File: config.mk
export PLATFORM = sky130hd
export DESIGN_NAME = led_irq_ctrl
export DESIGN_NICKNAME = d
export VERILOG_FILES = /design/src/rtl/led_irq_pkg.sv /design/src/rtl/irq_src_chan.sv /design/src/rtl/led_irq_ctrl.sv
export SDC_FILE = /design/constraint.sdc
export NUM_CORES = 1
export LEC_CHECK = 0
export ABC_AREA = 1
export ABC_CLOCK_PERIOD_IN_PS = 2300
export CAP_MARGIN = 20
export CORE_MARGIN = 2
export CORE_UTILIZATION = 50
export CTS_CLUSTER_SIZE = 14
export DETAILED_ROUTE_END_ITERATION = 8
export PLACE_DENSITY = 0.73
export SYNTH_ARGS = -nofsm -noshare
export SYNTH_HDL_FRONTEND = slang
export SYNTH_SLANG_ARGS = --single-unit
File: constraint.sdc
create_clock -name clk100 -period 2.3 [get_ports clk100]
set_clock_uncertainty 0.1 [all_clocks]
set_input_delay 0.345 -clock clk100 [delete_from_list [all_inputs] [get_ports clk100]]
set_output_delay 0.345 -clock clk100 [all_outputs]
set_load 0.03 [all_outputs]
File: src/rtl/led_irq_pkg.sv
// Shared constants and types for the LED interrupt capture/aggregation block.
package led_irq_pkg;

  localparam int REG_DW = 32;

  localparam logic [3:0] ADDR_STATUS   = 4'h0;
  localparam logic [3:0] ADDR_ENABLE   = 4'h1;
  localparam logic [3:0] ADDR_RAW      = 4'h2;
  localparam logic [3:0] ADDR_OVF      = 4'h3;
  localparam logic [3:0] ADDR_CNT_BASE = 4'h4;

  typedef enum logic [1:0] {
    IDLE,
    ASSERT,
    GAP
  } irq_state_t;

endpackage

File: src/rtl/irq_src_chan.sv
// One interrupt source: 2-flop synchroniser, rising-edge detect, sticky
// pending/overflow bits and a saturating event counter.
module irq_src_chan #(
  parameter int CNT_W = 16
) (
  input  logic             clk100,
  input  logic             rst_n,
  input  logic             src,
  input  logic             pend_clr,
  input  logic             ovf_clr,
  input  logic             cnt_clr,
  output logic             raw,
  output logic             pending,
  output logic             ovf,
  output logic [CNT_W-1:0] count
);

  logic sync1, sync2, sync3;
  logic rise;

  assign rise = sync2 & ~sync3;
  assign raw  = sync2;

  always_ff @(posedge clk100 or negedge rst_n) begin
    if (!rst_n) begin
      sync1   <= 1'b0;
      sync2   <= 1'b0;
      sync3   <= 1'b0;
      pending <= 1'b0;
      ovf     <= 1'b0;
      count   <= '0;
    end else begin
      // NOTE: non-blocking assignments keep sync1/sync2/sync3 a true shift chain.
      sync1 <= src;
      sync2 <= sync1;
      sync3 <= sync2;

      // A new edge beats a same-cycle clear so no event is ever dropped.
      if (rise)          pending <= 1'b1;
      else if (pend_clr) pending <= 1'b0;

      if (rise && pending && !pend_clr) ovf <= 1'b1;
      else if (ovf_clr)                 ovf <= 1'b0;

      if (cnt_clr)                             count <= CNT_W'(rise);
      else if (rise && count != {CNT_W{1'b1}}) count <= count + 1'b1;
    end
  end

endmodule

File: src/rtl/led_irq_ctrl.sv
// Interrupt aggregator: per-source capture channels, register port and an
// irq FSM that guarantees a minimum low gap between assertions.
module led_irq_ctrl
  import led_irq_pkg::*;
#(
  parameter int N_SRC   = 4,
  parameter int CNT_W   = 16,
  parameter int MIN_LOW = 8
) (
  input  logic              clk100,
  input  logic              rst_n,
  input  logic [N_SRC-1:0]  src_i,
  input  logic              reg_wr_i,
  input  logic              reg_rd_i,
  input  logic [3:0]        reg_addr_i,
  input  logic [REG_DW-1:0] reg_wdata_i,
  output logic [REG_DW-1:0] reg_rdata_o,
  output logic              reg_rvalid_o,
  output logic              irq_o
);

  localparam int GAP_W = (MIN_LOW > 1) ? $clog2(MIN_LOW) : 1;

  logic [N_SRC-1:0]  raw, pending, ovf, enable;
  logic [N_SRC-1:0]  pend_clr, ovf_clr, cnt_clr;
  logic [CNT_W-1:0]  counts [N_SRC];
  logic              wr_status, wr_enable, wr_ovf, req;
  logic [REG_DW-1:0] rd_mux;
  irq_state_t        state;
  logic [GAP_W-1:0]  gap_cnt;
  logic              unused_wdata;

  assign wr_status    = reg_wr_i && (reg_addr_i == ADDR_STATUS);
  assign wr_enable    = reg_wr_i && (reg_addr_i == ADDR_ENABLE);
  assign wr_ovf       = reg_wr_i && (reg_addr_i == ADDR_OVF);
  assign pend_clr     = wr_status ? reg_wdata_i[N_SRC-1:0] : '0;
  assign ovf_clr      = wr_ovf ? reg_wdata_i[N_SRC-1:0] : '0;
  assign unused_wdata = ^reg_wdata_i[REG_DW-1:N_SRC];
  assign req          = |(pending & enable);

  for (genvar i = 0; i < N_SRC; i++) begin : g_src
    assign cnt_clr[i] = reg_wr_i && (reg_addr_i == ADDR_CNT_BASE + 4'(i));

    irq_src_chan #(.CNT_W(CNT_W)) u_chan (
      .clk100   (clk100),
      .rst_n    (rst_n),
      .src      (src_i[i]),
      .pend_clr (pend_clr[i]),
      .ovf_clr  (ovf_clr[i]),
      .cnt_clr  (cnt_clr[i]),
      .raw      (raw[i]),
      .pending  (pending[i]),
      .ovf      (ovf[i]),
      .count    (counts[i])
    );
  end

  always_ff @(posedge clk100 or negedge rst_n) begin
    if (!rst_n)         enable <= '0;
    else if (wr_enable) enable <= reg_wdata_i[N_SRC-1:0];
  end

  always_comb begin
    // NOTE: default assignment first so no path through the case infers a latch.
    rd_mux = '0;
    case (reg_addr_i)
      ADDR_STATUS: rd_mux[N_SRC-1:0] = pending;
      ADDR_ENABLE: rd_mux[N_SRC-1:0] = enable;
      ADDR_RAW:    rd_mux[N_SRC-1:0] = raw;
      ADDR_OVF:    rd_mux[N_SRC-1:0] = ovf;
      default: begin
        for (int i = 0; i < N_SRC; i++) begin
          if (reg_addr_i == ADDR_CNT_BASE + 4'(i)) rd_mux[CNT_W-1:0] = counts[i];
        end
      end
    endcase
  end

  // The mux sees pre-write state, so a read alongside a write returns the old value.
  always_ff @(posedge clk100 or negedge rst_n) begin
    if (!rst_n) begin
      reg_rdata_o  <= '0;
      reg_rvalid_o <= 1'b0;
    end else begin
      reg_rvalid_o <= reg_rd_i;
      if (reg_rd_i) reg_rdata_o <= rd_mux;
    end
  end

  always_ff @(posedge clk100 or negedge rst_n) begin
    if (!rst_n) begin
      state   <= IDLE;
      irq_o   <= 1'b0;
      gap_cnt <= '0;
    end else begin
      case (state)
        IDLE: begin
          if (req) begin
            state <= ASSERT;
            irq_o <= 1'b1;
          end
        end
        ASSERT: begin
          if (!req) begin
            state   <= GAP;
            irq_o   <= 1'b0;
            gap_cnt <= GAP_W'(MIN_LOW - 1);
          end
        end
        GAP: begin
          // Requests arriving here stay in pending and are picked up from IDLE.
          if (gap_cnt == '0) state <= IDLE;
          else               gap_cnt <= gap_cnt - 1'b1;
        end
        default: begin
          state <= IDLE;
          irq_o <= 1'b0;
        end
      endcase
    end
  end

endmodule

# After elaboration in Yosys (flattened, before gate mapping)
# Index checks and enable logic that the tools add are counted.
[op_classes] n_addsub=5 mul=0 n_div=0 order_cmp=0 n_eq_ne=17 n_shift=0 mux=42 bitwise=10 reduce_logical=44
[op_table] op="$mux W16" count=12
[op_table] op="$add A16 B1 Y16 const B" count=4
[op_table] op="$ne A16 B16 Y1 const B" count=4
[op_table] op="$reduce_bool A2 Y1" count=13
[op_table] op="$logic_and A1 B1 Y1" count=19
[op_table] op="$mux W1" count=18
[op_table] op="$eq A4 B3 Y1 const B" count=4
[op_table] op="$pmux W4 S4" count=1
[op_table] op="$mux W12" count=1
[op_table] op="$reduce_and A3 Y1" count=3
[op_table] op="$eq A4 B2 Y1 const B" count=2
[op_table] op="$mux W4" count=2
[op_table] op="$ne A2 B2 Y1 const B" count=4
[op_table] op="$reduce_or A4 Y1" count=2
[op_table] op="$mux W2" count=3
[op_table] op="$mux W3" count=2
[op_table] op="$pmux W2 S3" count=1
[op_table] op="$pmux W3 S2" count=1
[op_table] op="$not A1 Y1" count=5
[op_table] op="$and A1 B1 Y1" count=4
[op_table] op="$and A4 B4 Y4" count=1
[op_table] op="$eq A4 B1 Y1 const B" count=1
[op_table] op="$logic_not A1 Y1" count=4
[op_table] op="$logic_not A4 Y1" count=1
[op_table] op="other kinds (6)" count=6
[totals] ff_bits=111 latchBits=0 mem_bits_rw=0 romBits=0 output_inout_bits=34 memories=0

# Longest topological paths before layout
[logic_depth] word_depth=6 depth_mapped=10 depth_no_buf=9

# By module
# From an unflattened synthesis, not the netlist that was laid out.
[hier_totals] hier_cells=965 hier_area_um2=6809.0
[modules_own_cells] mod="irq_src_chan" n_inst=4 cells_each=161 area_per_inst_um2=1189.9 seq_area_each_um2=525.5
[modules_own_cells] mod="led_irq_ctrl" n_inst=1 cells_each=321 area_per_inst_um2=2049.5 seq_area_each_um2=675.6

# Worst setup path after synthesis
# Ideal clock, no wire load.
[synth_path] kind="reg-to-reg" start="register g_src[0].u_chan.count[0]" end="register g_src[0].u_chan.count[15]" setup_ns=0.065 arrival_ns=1.511 t_required_ns=2.135 path_slack_ns=0.624 stages_incl_launch_ff=10 path_buffers=1 period_less_slack_ns=1.676 path_cell_list="dfrtp_1 -> ha_1 -> nand3_1 -> inv_2 -> nand2_2 -> nor2_4 -> nor2_4 -> buf_2 -> nand4_1 -> nand2_1"
[synth_via] elab_chain_len=3
[synth_rtl] item="from (decl)" line="irq_src_chan.sv:15" rtl="output logic [CNT_W-1:0] count"
[synth_rtl] item="from (signal assigned)" line="irq_src_chan.sv:45" rtl="if (cnt_clr) count <= CNT_W'(rise);"
[synth_rtl] item="from (signal assigned)" line="irq_src_chan.sv:46" rtl="else if (rise && count != {CNT_W{1'b1}}) count <= count + 1'b1;"
[synth_rtl] item="$add A16 B1 Y16 or $ne A16 B16 Y1 (tied branches)" line="irq_src_chan.sv:46"
[synth_rtl] item="$mux W16 or $logic_and A1 B1 Y1 (tied branches)" line="irq_src_chan.sv:46"
[synth_rtl] item="$mux W16 or $reduce_bool A2 Y1 (tied branches)"
# Several ways; a longest one is shown, not always the timed one. The select of a mux whose other input is x is not followed.
# A chain may end at the register's enable or synchronous reset.

# Worst setup path in the final report
[layout_path] start="register g_src[2].u_chan.count[1]" end="register g_src[2].u_chan.count[0]"
[layout_via] elab_chain_len=3
[layout_rtl] item="from (decl)" line="irq_src_chan.sv:15"
[layout_rtl] item="from (signal assigned)" line="irq_src_chan.sv:45"
[layout_rtl] item="from (signal assigned)" line="irq_src_chan.sv:46"
[layout_rtl] item="$ne A16 B16 Y1" line="irq_src_chan.sv:46"
[layout_rtl] item="$logic_and A1 B1 Y1" line="irq_src_chan.sv:46"
[layout_rtl] item="$reduce_bool A2 Y1 (no source line)"
# Every way passes these cells.

==> impl_results.md <==
* Status: finished clean
* Commonest non-fill, non-tap cell in the layout: nand2_1
* P_sw at 1.606 mW
* Simple-gate portion of the synthesized area at 36.48%
* Max Slew Vio Count at 0
* Top delay family on crit path: simple AND/OR/NAND/NOR gates
* # DRC at 0
* Vias in the first global route at 5633
* Crit-path cells: ha_1 > nand3_1 > inv_2 > nand2_2 > nor2_4 > nor2_4 > nor2_4 > nand2_1 > nand2_1
* Worst slew margin at 64.45%
* Max-Cap Viols at 0
* Max VDD drop at 661.2 uV
* CP Data Arrival Time at 2.20 ns
* # IOs at 78
* CTS Buffer Depth at 2
* Area growth from synthesis to layout at 14.02%
* XOR/XNOR Fraction of Synth Area at 2.917%
* Final HPWL DP at 12.35 mm
* Non-filler cells, final at 1160
* Synth unique cells at 25
* Sequential power share at 47.8%
* Buffers on Ports at 33
* Die Span Y at 118.9 microns
* Tcrit/Tclk final at 87.00%
* Kind of critical path: reg -> reg
* RR Endpoint: g_src[2].u_chan.count[0]
* YS warnings at 0
* Dpl cells at 1144
* Dpl ws at 0.08738 ns
* Reg2reg start: g_src[2].u_chan.count[1]
* Most frequent cells in the layout: nand2_1, dfrtp_1, nor2_1
* RSZ-0062 raised after global routing: false
* Worst-margin pin slew at 0.5313 ns
* Worst Hold Depth at 0
* Seq. cell area at 0.002778 sq mm
* Hold Crit Start: g_src[3].u_chan.sync1
* Initial antenna violation count at 0
* Seq/Total Area, Yosys at 42.05%
* CP required at 2.50 ns
* Hold path endpoint: g_src[3].u_chan.raw
* Internal at 3.525 mW
* CP Buf/Inv Count at 1
* Clk slew on worst S/H paths at 0.07 ns
* Final Hold Fails at 0
* DRT iter0 DRCs at 490
* Leak at 3.493 nW
* Synth Area in Adders at 1.136%
* Die ar. at 0.01415 sq mm
* Max Fanout on Critical Path at 15
* Syn_area_per_cell at 7.088 sq um
* R2R depth at 9
* Synth Instances at 932
* CP Launch Type: flop
* CP Capture Type: flop
* DR pass1 iterations at 5
* GRT Overall Usage at 24.55%
* R2R Setup Slk at 0.30 ns
* ANT cells at 0
* Multi-input gate area in the final layout at 0.003283 sq mm
* Fin Setup TNS at 0 ns
* Sw Ratio at 31.30%
* CP max stage cell: dfrtp_1
* GRT overflow at 0
* Final RePlAce weighted congestion at 0.9106
* Largest family of logic cells by synthesized area: simple AND/OR/NAND/NOR gates
* Row cnt at 41
* CP most frequent cell: nor2_4
* Core area at 0.01277 sq mm
* Setup violations, final at 0
* CTS tree: yes
* CTS sink cnt at 111
* Cell Pwr Density at 681.3 mW/mm^2
* Complex-gate fraction of the synthesized area at 8.258%
* WL per Instance at 14.17 microns
* Mux share of post-synthesis cell area at 0%
* Final WL at 16.43 mm
* Hold slack at 0.2558 ns
* Die width at 118.9 microns
* Num CTS Buffers at 9
* Post-layout min period at 2.001 ns
* Vias at 6080
* Fmax at 499.8 MHz
* Fraction of layout instances using a drive strength above 1 at 8.097%
* NumNets Final at 1034
* Clock power frac at 33.1%
* Fillers at 1205
* First-pass GRT wire length at 27.81 mm
* Yosys reg bits at 111
* Pin count of the biggest net entering global routing at 51
* Worst Setup SP: g_src[2].u_chan.count[1]
* Synthesized cell area at 0.006606 sq mm
* Initial core utilization at 51.72%
* Hold Path Class: reg -> reg
* Vias/cell at 5.241
* Post-DRT Antenna Nets at 0
* Htree depth at 3
* Logic pwr share at 19.1%
* CP max stage delay at 0.45 ns
* Clk Latency, worst-skew pair at 0.36 ns
* Clk root buf: clkbuf_16
* Slack of the critical path at 0.2991 ns
* Postcts setup bufs at 0
==> cell type report <==
type | count | share of cell area (%)
timing repair buffer | 63 | 7.542
clock buffer | 10 | 3.173
tap | 172 | 2.857
inverter | 98 | 4.884
sequential | 111 | 36.88
multi-input combinational | 701 | 43.59
clock inverter | 5 | 1.080
==> sequential cells by signal, summed over array words and instances (netlist names) <==
name / count
g_src.u_chan.sync1: 4
reg_rdata_o: 16
irq_o: 1
state: 2
g_src.u_chan.pending: 4
g_src.u_chan.sync3: 4
g_src.u_chan.raw: 4
enable: 4
g_src.u_chan.count: 64
gap_cnt: 3
g_src.u_chan.ovf: 4
reg_rvalid_o: 1
==> power by group through the flow <==
stage	clock network [mW]	logic [mW]	registers [mW]
2_1_floorplan	0	0.658	2.44
3_3_place_gp	0	0.946	2.47
3_5_place_dp	0	0.981	2.48
4_1_cts	1.72	0.986	2.44
5_1_grt	1.81	1.12	2.48
6_report	1.70	0.980	2.45
==> cells by family after synthesis <==
kind of cell,after synthesis
compound gates,105
buf+inv,135
fa+ha+maj,6
xor+xnor,22
flops,111
other cells,1
simple gates,552
==> through the flow <==
stage	total power [mW]	instance area, sq um	utilization [%]
global route	5.416	7532	58.97
floorplan	3.099	6663	-
detailed placement	3.456	7202	56.38
global placement	3.417	7202	56.38
CTS	5.153	7532	58.97
finish	5.132	7532	58.97
==> routing by layer <==
metal  track usage [%]  share of wire, %
met1             35.01                47
met2             37.90                45
met3             4.837               5.5
met4             7.292               2.3
met5                 0                 0
==> synthesized netlist by cell type (all sizes together) <==
cell type  number  share of area [%]
o21bai          1               0.11
o22ai          11                1.0
conb            1              0.057
nor2          131                9.2
xnor2           1               0.13
a21oi           5               0.38
buf            31                3.2
nand4          46                4.4
nor3            1              0.076
ha              6                1.1
o21ai          88                6.7
inv            98                5.6
clkbuf          6               0.34
dfrtp         111                 42
xor2           21                2.8
nand3          75                5.7
nand2         299                 17
==> repair_timing <==
action,4_1_cts,5_1_grt
hold buffers,1,0
hold endpoints to repair,23,0
gates resized for setup,0,0
==> worst max-delay path by stage <==
stage | end | slack, ns | depth (start not counted)
3_3_place_gp | g_src[3].u_chan.count[14] | 0.11 | 8
3_5_place_dp | g_src[1].u_chan.count[6] | 0.09 | 6
2_1_floorplan | g_src[0].u_chan.count[15] | 0.62 | 9
6_report | g_src[2].u_chan.count[0] | 0.30 | 9
5_1_grt | g_src[2].u_chan.count[7] | 0.09 | 9
4_1_cts | g_src[2].u_chan.count[0] | 0.31 | 9
(Power assumes the default switching activity.)
